<file path="src/rtl/cpx_multiply_pkg.sv">
// rtl/cpx_multiply_pkg.sv - shared widths and latency for the complex multiplier
package cpx_multiply_pkg;

    localparam int CPX_IN_BITS      = 12;
    localparam int CPX_OUT_BITS     = 24;
    localparam int CPX_MULT_LATENCY = 3;

    function automatic int cpx_max4(input int a, input int b, input int c, input int d);
        int m;
        m = a;
        if (b > m) m = b;
        if (c > m) m = c;
        if (d > m) m = d;
        return m;
    endfunction

endpackage

</file>
<file path="src/rtl/cpx_multiply_mult.sv">
// rtl/cpx_multiply_mult.sv - registered signed A x B multiplier with valid pass-through
module signed_mult_reg #(
    parameter int a_bits = 12,
    parameter int b_bits = 12
) (
    input  logic                             clk,
    input  logic                             rst,
    input  logic                             a_tvalid,
    input  logic signed [a_bits-1:0]         a,
    input  logic signed [b_bits-1:0]         b,
    output logic                             p_tvalid,
    output logic signed [a_bits+b_bits-1:0]  p
);

    localparam int P_BITS = a_bits + b_bits;

    always_ff @(posedge clk) begin
        if (rst) begin
            p_tvalid <= 1'b0;
            p        <= '0;
        end else begin
            p_tvalid <= a_tvalid;
            // Product register only moves on a live sample so stale data stays put.
            if (a_tvalid) begin
                p <= P_BITS'(a) * P_BITS'(b);
            end
        end
    end

endmodule

</file>
<file path="src/rtl/cpx_multiply.sv">
// rtl/cpx_multiply.sv - three-stage pipelined signed complex multiplier
module cpx_multiply
    import cpx_multiply_pkg::*;
#(
    parameter int xi_bits = CPX_IN_BITS,
    parameter int xq_bits = CPX_IN_BITS,
    parameter int yi_bits = CPX_IN_BITS,
    parameter int yq_bits = CPX_IN_BITS,
    parameter int i_bits  = xi_bits + yi_bits,
    parameter int q_bits  = xq_bits + yq_bits
) (
    input  logic                       clk,
    input  logic                       rst,
    input  logic                       m_axis_x_tvalid,
    input  logic signed [xi_bits-1:0]  xi,
    input  logic signed [xq_bits-1:0]  xq,
    input  logic                       m_axis_y_tvalid,
    input  logic signed [yi_bits-1:0]  yi,
    input  logic signed [yq_bits-1:0]  yq,
    output logic signed [i_bits-1:0]   i,
    output logic                       s_axis_i_tvalid,
    output logic signed [q_bits-1:0]   q,
    output logic                       s_axis_q_tvalid
);

    localparam int P_II_BITS = xi_bits + yi_bits;
    localparam int P_QQ_BITS = xq_bits + yq_bits;
    localparam int P_IQ_BITS = xi_bits + yq_bits;
    localparam int P_QI_BITS = xq_bits + yi_bits;
    localparam int SUM_BITS  = cpx_max4(P_II_BITS, P_QQ_BITS, P_IQ_BITS, P_QI_BITS) + 1;

    // Stage 1: operand capture, only on a matched x/y handshake.
    logic                      accept;
    logic                      s1_valid;
    logic signed [xi_bits-1:0] xi_r;
    logic signed [xq_bits-1:0] xq_r;
    logic signed [yi_bits-1:0] yi_r;
    logic signed [yq_bits-1:0] yq_r;

    assign accept = m_axis_x_tvalid && m_axis_y_tvalid;

    always_ff @(posedge clk) begin
        if (rst) begin
            s1_valid <= 1'b0;
            xi_r     <= '0;
            xq_r     <= '0;
            yi_r     <= '0;
            yq_r     <= '0;
        end else begin
            s1_valid <= accept;
            if (accept) begin
                xi_r <= xi;
                xq_r <= xq;
                yi_r <= yi;
                yq_r <= yq;
            end
        end
    end

    // Stage 2: four full-width partial products.
    logic                        v_ii, v_qq, v_iq, v_qi;
    logic signed [P_II_BITS-1:0] p_ii;
    logic signed [P_QQ_BITS-1:0] p_qq;
    logic signed [P_IQ_BITS-1:0] p_iq;
    logic signed [P_QI_BITS-1:0] p_qi;
    logic                        s2_valid;

    signed_mult_reg #(.a_bits(xi_bits), .b_bits(yi_bits)) u_mult_ii (
        .clk(clk), .rst(rst), .a_tvalid(s1_valid), .a(xi_r), .b(yi_r),
        .p_tvalid(v_ii), .p(p_ii)
    );

    signed_mult_reg #(.a_bits(xq_bits), .b_bits(yq_bits)) u_mult_qq (
        .clk(clk), .rst(rst), .a_tvalid(s1_valid), .a(xq_r), .b(yq_r),
        .p_tvalid(v_qq), .p(p_qq)
    );

    signed_mult_reg #(.a_bits(xi_bits), .b_bits(yq_bits)) u_mult_iq (
        .clk(clk), .rst(rst), .a_tvalid(s1_valid), .a(xi_r), .b(yq_r),
        .p_tvalid(v_iq), .p(p_iq)
    );

    signed_mult_reg #(.a_bits(xq_bits), .b_bits(yi_bits)) u_mult_qi (
        .clk(clk), .rst(rst), .a_tvalid(s1_valid), .a(xq_r), .b(yi_r),
        .p_tvalid(v_qi), .p(p_qi)
    );

    // All four valids are driven from the same source, so they always agree.
    assign s2_valid = v_ii & v_qq & v_iq & v_qi;

    // Stage 3: combine at one guard bit above the widest product, then wrap to output width.
    always_ff @(posedge clk) begin
        if (rst) begin
            i               <= '0;
            q               <= '0;
            s_axis_i_tvalid <= 1'b0;
            s_axis_q_tvalid <= 1'b0;
        end else begin
            s_axis_i_tvalid <= s2_valid;
            s_axis_q_tvalid <= s2_valid;
            if (s2_valid) begin
                i <= i_bits'(SUM_BITS'(p_ii) - SUM_BITS'(p_qq));
                q <= q_bits'(SUM_BITS'(p_iq) + SUM_BITS'(p_qi));
            end
        end
    end

endmodule

</file>
<file path="config.mk">
export PLATFORM = sky130hd
export DESIGN_NAME = cpx_multiply
export DESIGN_NICKNAME = d
export VERILOG_FILES = /design/src/rtl/cpx_multiply_pkg.sv /design/src/rtl/cpx_multiply_mult.sv /design/src/rtl/cpx_multiply.sv
export SDC_FILE = /design/constraint.sdc
export NUM_CORES = 2
export LEC_CHECK = 0
export CAP_MARGIN = 20
export CELL_PAD_IN_SITES_DETAIL_PLACEMENT = 1
export CELL_PAD_IN_SITES_GLOBAL_PLACEMENT = 2
export CORE_UTILIZATION = 37
export CTS_BUF_LIST = sky130_fd_sc_hd__clkbuf_8
export DETAILED_ROUTE_END_ITERATION = 12
export PLACE_DENSITY_LB_ADDON = 0.1
export SYNTH_ARGS = -nofsm -noshare
export SYNTH_HDL_FRONTEND = slang
export SYNTH_SLANG_ARGS = --single-unit
</file>
<file path="constraint.sdc">
create_clock -name clk -period 5.8 [get_ports clk]
set_input_delay 1.16 -clock clk [delete_from_list [all_inputs] [get_ports clk]]
set_output_delay 1.16 -clock clk [all_outputs]
set_load 0.01 [all_outputs]
</file>
After elaboration in Yosys (flattened, before gate mapping)
Cells that the tools add are included.
{ "classes": {"div_mod_pow": 0, "shifts": 0, "eq_ne": 0, "n_lt_le_gt_ge": 0, "mux": 0, "bitwise_logic": 0, "multipliers": 4, "n_reduce_logical": 1, "add_sub_neg": 2} }
{ "ops": {"columns": ["operator", "count"], "rows": [
  ["$mul A12 B12 Y24", 4],
  ["$add A24 B24 Y24", 1],
  ["$sub A24 B24 Y24", 1],
  ["$logic_and A1 B1 Y1", 1]
]} }
{ "word_totals": {"romBits": 0, "out_inout_bits": 50, "latchBits": 0, "ff_bits": 195, "word_cells": 20, "mem_count": 0, "mem_bits_rw": 0} }

Longest topological paths before layout
{ "depth": {"ltp_word": 1, "ltp_mapped": 23, "ltp_nobuf": 22} }

By module
A second synthesis with hierarchy kept.
{ "unflattened": {"hier_cells": 3597, "hier_area_um2": 31271.2} }
{ "by_module_without_submodules": {"columns": ["module", "cells_per_inst", "area_per_inst_um2", "seq_area_each_um2", "instances"], "rows": [
  ["signed_mult_reg at u_mult_iq ...", 707, 6358.6, 500.5, 2],
  ["signed_mult_reg at u_mult_ii", 723, 6384.9, 500.5, 1],
  ["signed_mult_reg at u_mult_qq", 693, 6261.0, 500.5, 1],
  ["cpx_multiply", 767, 5908.2, 1961.9, 1]
]} }

Least setup slack after synthesis
Ideal clock, no wire load.
{ "synth_timing": {"path_kind": "flip-flop to flip-flop", "startpoint": "reg yq_r[0]", "endpoint": "reg u_mult_qq.p[23]", "path_stages_with_launch": 24, "setup_time_ns": 0.128, "setup_slack_ns": 0.393, "t_required_ns": 5.672, "synth_period_minus_slack_ns": 5.407, "path_buffers": 2, "arrival_ns": 5.280, "cell_sequence": "dfxtp_1 > clkbuf_1 > clkbuf_1 > nand2_1 > fa_1 > inv_1 > ha_1 > inv_1 > fa_1 > inv_1 > fa_1 > inv_1 > fa_1 > inv_1 > ha_1 > nand4_1 > nor2_2 > o311ai_2 > o211ai_2 > a2111oi_4 > o41ai_1 > xnor2_1 > mux2i_1 > nor2_1"} }
{ "synth_between": {"elab_chain_len": 1} }
{ "synth_lines": {"columns": ["item", "line_no", "text"], "rows": [
  ["start: declaration", "cpx_multiply.sv:38", "logic signed [yq_bits-1:0] yq_r;"],
  ["start signal: assignment", "cpx_multiply.sv:55", "yq_r <= yq;"],
  ["$mul A12 B12 Y24", "cpx_multiply_mult.sv:25", "p <= P_BITS'(a) * P_BITS'(b);"],
  ["end signal: assignment", "cpx_multiply_mult.sv:25", null],
  ["end: declaration", "cpx_multiply_mult.sv:12", "output logic signed [a_bits+b_bits-1:0] p"]
]} }
No other way between the ends.
A chain may end at the register's enable or synchronous reset.

Worst setup path after layout
{ "layout_timing": {"startpoint": "reg xq_r[5]", "endpoint": "reg u_mult_qi.p[17]"} }
{ "layout_between": {"elab_chain_len": 1} }
{ "layout_lines": {"columns": ["item", "line_no", "text"], "rows": [
  ["start: declaration", "cpx_multiply.sv:36", "logic signed [xq_bits-1:0] xq_r;"],
  ["start signal: assignment", "cpx_multiply.sv:53", "xq_r <= xq;"],
  ["$mul A12 B12 Y24", "cpx_multiply_mult.sv:25", null],
  ["end signal: assignment", "cpx_multiply_mult.sv:25", null],
  ["end: declaration", "cpx_multiply_mult.sv:12", null]
]} }
No other way between the ends.

==> impl_metrics.env <==
export IMPL_run_status="finished clean"
export IMPL_drt_first_iter_violations=948
export IMPL_nets_in_the_synthesized_netlist=4348
export IMPL_htree_num_levels=4
export IMPL_clkSinkCount=195
export IMPL_path_clk_slew_ns=0.13
export IMPL_finished_layout_cell_area_um2=34400
export IMPL_timing_critical_path_fanout_max=11
export IMPL_internal_power_mw=2.24
export IMPL_drt_first_pass_iters=5
export IMPL_syn2layout_area_growth_pct=13.2
export IMPL_route_antenna_remaining_nets=0
export IMPL_grt_remaining_overflow=0
export IMPL_worstMarginPinSlew_ns=0.925
export IMPL_worst_setup_path_type="reg2reg"
export IMPL_maxSlewViolCount=0
export IMPL_floorplan_die_width_um=289
export IMPL_fp_dieH_um=289
export IMPL_cp_data_required_time_ns=6.33
export IMPL_number_of_enable_flip_flop_cells_after_synthesis=0
export IMPL_grt_pass1_vias=26700
export IMPL_globalRouteTotalUtil_pct=24.4
export IMPL_power_per_cell_area_nw_per_um2=109
export IMPL_postLayoutSetupSlackWorst_ns=0.222
export IMPL_final_net_count=4494
export IMPL_ys_flop_type="dfxtp_1"
export IMPL_synth_top_cells_by_area="fa_1, dfxtp_1, ha_1, inv_1, nand2_1"
export IMPL_timing_critical_path_slowest_stage_cell="fa_1"
export IMPL_drc=0
export IMPL_insertion_delay_to_the_later_sink_of_the_worst_skew_pair_ns=0.62
export IMPL_design_die_area_um2=83400
export IMPL_path_delay_family="adder cells"
export IMPL_power_leakage_nw=16.8
export IMPL_synth_top_area_share_pct=36.5
export IMPL_cp_end_kind="flip-flop"
export IMPL_synthArstFlopShare_pct=0
export IMPL_detail_route_vias_per_cell=5.01
export IMPL_fin_crit_ns=5.58
export IMPL_pin_count_of_the_biggest_net_entering_global_routing=73
export IMPL_post_synth_top_area_cell="fa_1"
export IMPL_sw_frac_of_total_pct=40.4
export IMPL_rows=104
export IMPL_cts_hold_buffers=0
export IMPL_synth_cell_types=78
export IMPL_totalWireLength_um=97900
export IMPL_cts_root_to_sink_buffers=2
export IMPL_worst_hold_slack_ns=0.474
export IMPL_skew_ns=0.0551
export IMPL_hpwlAfterDp_um=81300
export IMPL_seq_area_frac_synth_pct=12.8
export IMPL_placedInstanceArea_um2=33800
export IMPL_fillerInstances=9437
export IMPL_grt_util_met2_pct=44.3
export IMPL_relative_contribution_of_combinational_cells_to_total_power_pct=33.6
export IMPL_post_drt_wl_per_cell_um=20.8
export IMPL_met3_usage_pct=2.35
export IMPL_synth_seq_cells=195
export IMPL_num_vias=23600
export IMPL_globalRouteMet1Util_pct=30.4
export IMPL_critical_path_max_stage_delay_ns=0.55
export IMPL_share_clk_of_total_power_pct=28.4
export IMPL_layout_area_seq_um2=3950
export IMPL_place_congestion=0.855
export IMPL_critical_path_top_cell_by_count="inv_1"
export IMPL_post_synth_instance_area_um2=30400
export IMPL_maxSlewHeadroom_pct=38.3
export IMPL_pre_cts_worst_setup_slack_ns=-0.0369
export IMPL_worstPathBufferInverterCount=8
export IMPL_arrival_ns=6.10
export IMPL_setup_worst_path_start_class="flip-flop"
export IMPL_hold_path_class="reg2reg"
export IMPL_fraction_of_layout_instances_using_a_drive_strength_above_1_pct=7.61
export IMPL_grt_antenna_before_repair=4
export IMPL_finalHoldViolations=0
export IMPL_cts_bufs_inserted=17
export IMPL_synth_common_cells="inv_1, fa_1, nand2_1, ha_1, nor2_1"
export IMPL_synthesis_yosys_warnings=0
export IMPL_ios=102
export IMPL_ctsRootBufferMaster="clkbuf_8"
export IMPL_post_synth_top_count_cell="inv_1"
export IMPL_design_core_area_um2=80900
export IMPL_cts_tree="done"
export IMPL_crit_path_cell_trace="buf_4, buf_4, and2_1, fa_1, inv_1, fa_1, inv_1, fa_2, fa_1, inv_1, fa_1, inv_1, ha_4, inv_1, nor3_1, o21ai_2, a41oi_1, o21a_1, nor2_1, xnor2_1, buf_4, mux2i_1, nor2_1"
export IMPL_final_util_pct=42.6
export IMPL_finalSetupViolCount=0
export IMPL_seq_power_share_pct=38.0
export IMPL_grt_pass1_wl_um=154000
export IMPL_place_port_buffers=101
export IMPL_initial_core_utilization_pct=37.6
export IMPL_maxCapViolations=0
export IMPL_synth_area_per_cell_um2=8.71
export IMPL_switching_power_mw=1.52
export IMPL_postSynthCellCount=3492
export IMPL_busiest_layer="met2"
export IMPL_power_mw=3.76
export IMPL_multi_input_area_um2=23300
export IMPL_maxClockFrequency_mhz=179
export IMPL_vdd_drop_max_mv=0.133
export IMPL_post_route_clock_period_utilization_pct=96.2
## kinds of logic (layout without fill, tap and decap cells)
kind of cell,count (synthesis),in the layout,share of synthesized area [%]
AOI/OAI and AO/OA,380,380,8.51
xor gates and xnor gates,119,119,3.43
adders and majority gates,804,804,46.7
buffers and inverters,876,1035,10.8
DFF,195,195,12.8
muxes,78,78,2.57
other,0,1,0
and+or+nand+nor,1040,1040,15.1
## layer usage
layer | share of wire, % | up-vias
met5 | 0 | -
met3 | 2.3 | 87
met4 | 2.6 | 0
met2 | 53 | 267
met1 | 43 | 12400
li1 | - | 10900
## sequential cells by signal (all words and copies together) (netlist names)
register / count
xq_r: 12
s1_valid: 1
yi_r: 12
u_mult_qi.p: 24
u_mult_qq.p: 24
yq_r: 12
u_mult_ii.p: 24
u_mult_iq.p: 24
u_mult_qq.p_tvalid: 1
i: 24
xi_r: 12
s_axis_q_tvalid: 1
q: 24
## worst reg2reg max path: stages, from the launching register on
cell and delay (ns):
dfxtp_4 0.40, buf_4 0.16, buf_4 0.18, and2_1 0.19, fa_1 0.54, inv_1 0.06, fa_1 0.55, inv_1 0.06
fa_2 0.42, fa_1 0.50, inv_1 0.05, fa_1 0.49, inv_1 0.08, ha_4 0.30, inv_1 0.07, nor3_1 0.22
o21ai_2 0.10, a41oi_1 0.26, o21a_1 0.23, nor2_1 0.07, xnor2_1 0.24, buf_4 0.18, mux2i_1 0.07, nor2_1 0.11
## final timing paths
check | from | endpoint | slack (ns) | depth (start not counted)
min | u_mult_ii.p[22]$_SDFFE_PP0P_ | u_mult_ii.p[22]$_SDFFE_PP0P_ | 0.47 | 2
max | xq_r[5]$_SDFFE_PP0P_ | u_mult_qi.p[17]$_SDFFE_PP0P_ | 0.22 | 23
max reg2reg | xq_r[5]$_SDFFE_PP0P_ | u_mult_qi.p[17]$_SDFFE_PP0P_ | 0.22 | 23
min reg2reg | u_mult_ii.p[22]$_SDFFE_PP0P_ | u_mult_ii.p[22]$_SDFFE_PP0P_ | 0.47 | 2
## per-stage QoR
stage	TNS, ns	instances
finish	0	4712
global route	-0.109	4712
CTS	0	4705
detailed placement	-0.0536	4673
global placement	0	4673
floorplan	0	3492
## power groups by stage
stage          clock network (mW)  logic (mW)  registers (mW)
6_report                     1.07        1.26            1.43
2_1_floorplan                   0       0.755            1.43
5_1_grt                      1.16        1.39            1.43
3_3_place_gp                    0        1.24            1.46
3_5_place_dp                    0        1.27            1.46
4_1_cts                      1.11        1.28            1.43
## cell type report
cell class | instances | area share, %
clock buffer | 18 | 0.719
tap | 1060 | 3.85
timing repair buffer | 282 | 7.95
inverter | 721 | 7.86
multi-input combinational | 2421 | 67.6
sequential | 195 | 11.5
clock inverter | 14 | 0.530
antenna | 1 | 0.00726
## cell usage in the layout (no fill, tap or decap), drive strengths merged, types with 9 or more instances in the layout
| cell type | n |
|---|---|
| or3 | 10 |
| xor2 | 24 |
| ha | 250 |
| nand3 | 22 |
| dfxtp | 195 |
| a21o | 30 |
| clkbuf | 18 |
| xnor2 | 95 |
| fa | 554 |
| mux2i | 78 |
| a31oi | 10 |
| inv | 724 |
| nor3 | 29 |
| clkinv | 9 |
| nor2b | 18 |
| buf | 182 |
| nand2 | 538 |
| a21oi | 142 |
| a211oi | 27 |
| o21bai | 15 |
| and2 | 166 |
| clkdlybuf4s50 | 100 |
| nand2b | 21 |
| o21a | 23 |
| o21ai | 56 |
| nor2 | 214 |
## what timing repair did
item / 4_1_cts / 5_1_grt
setup endpoints to repair: 9 / 20
gates resized for setup: 6 / 38
pin swaps: 0 / 8
setup buffers: 0 / 5
(Power assumes the default switching activity.)
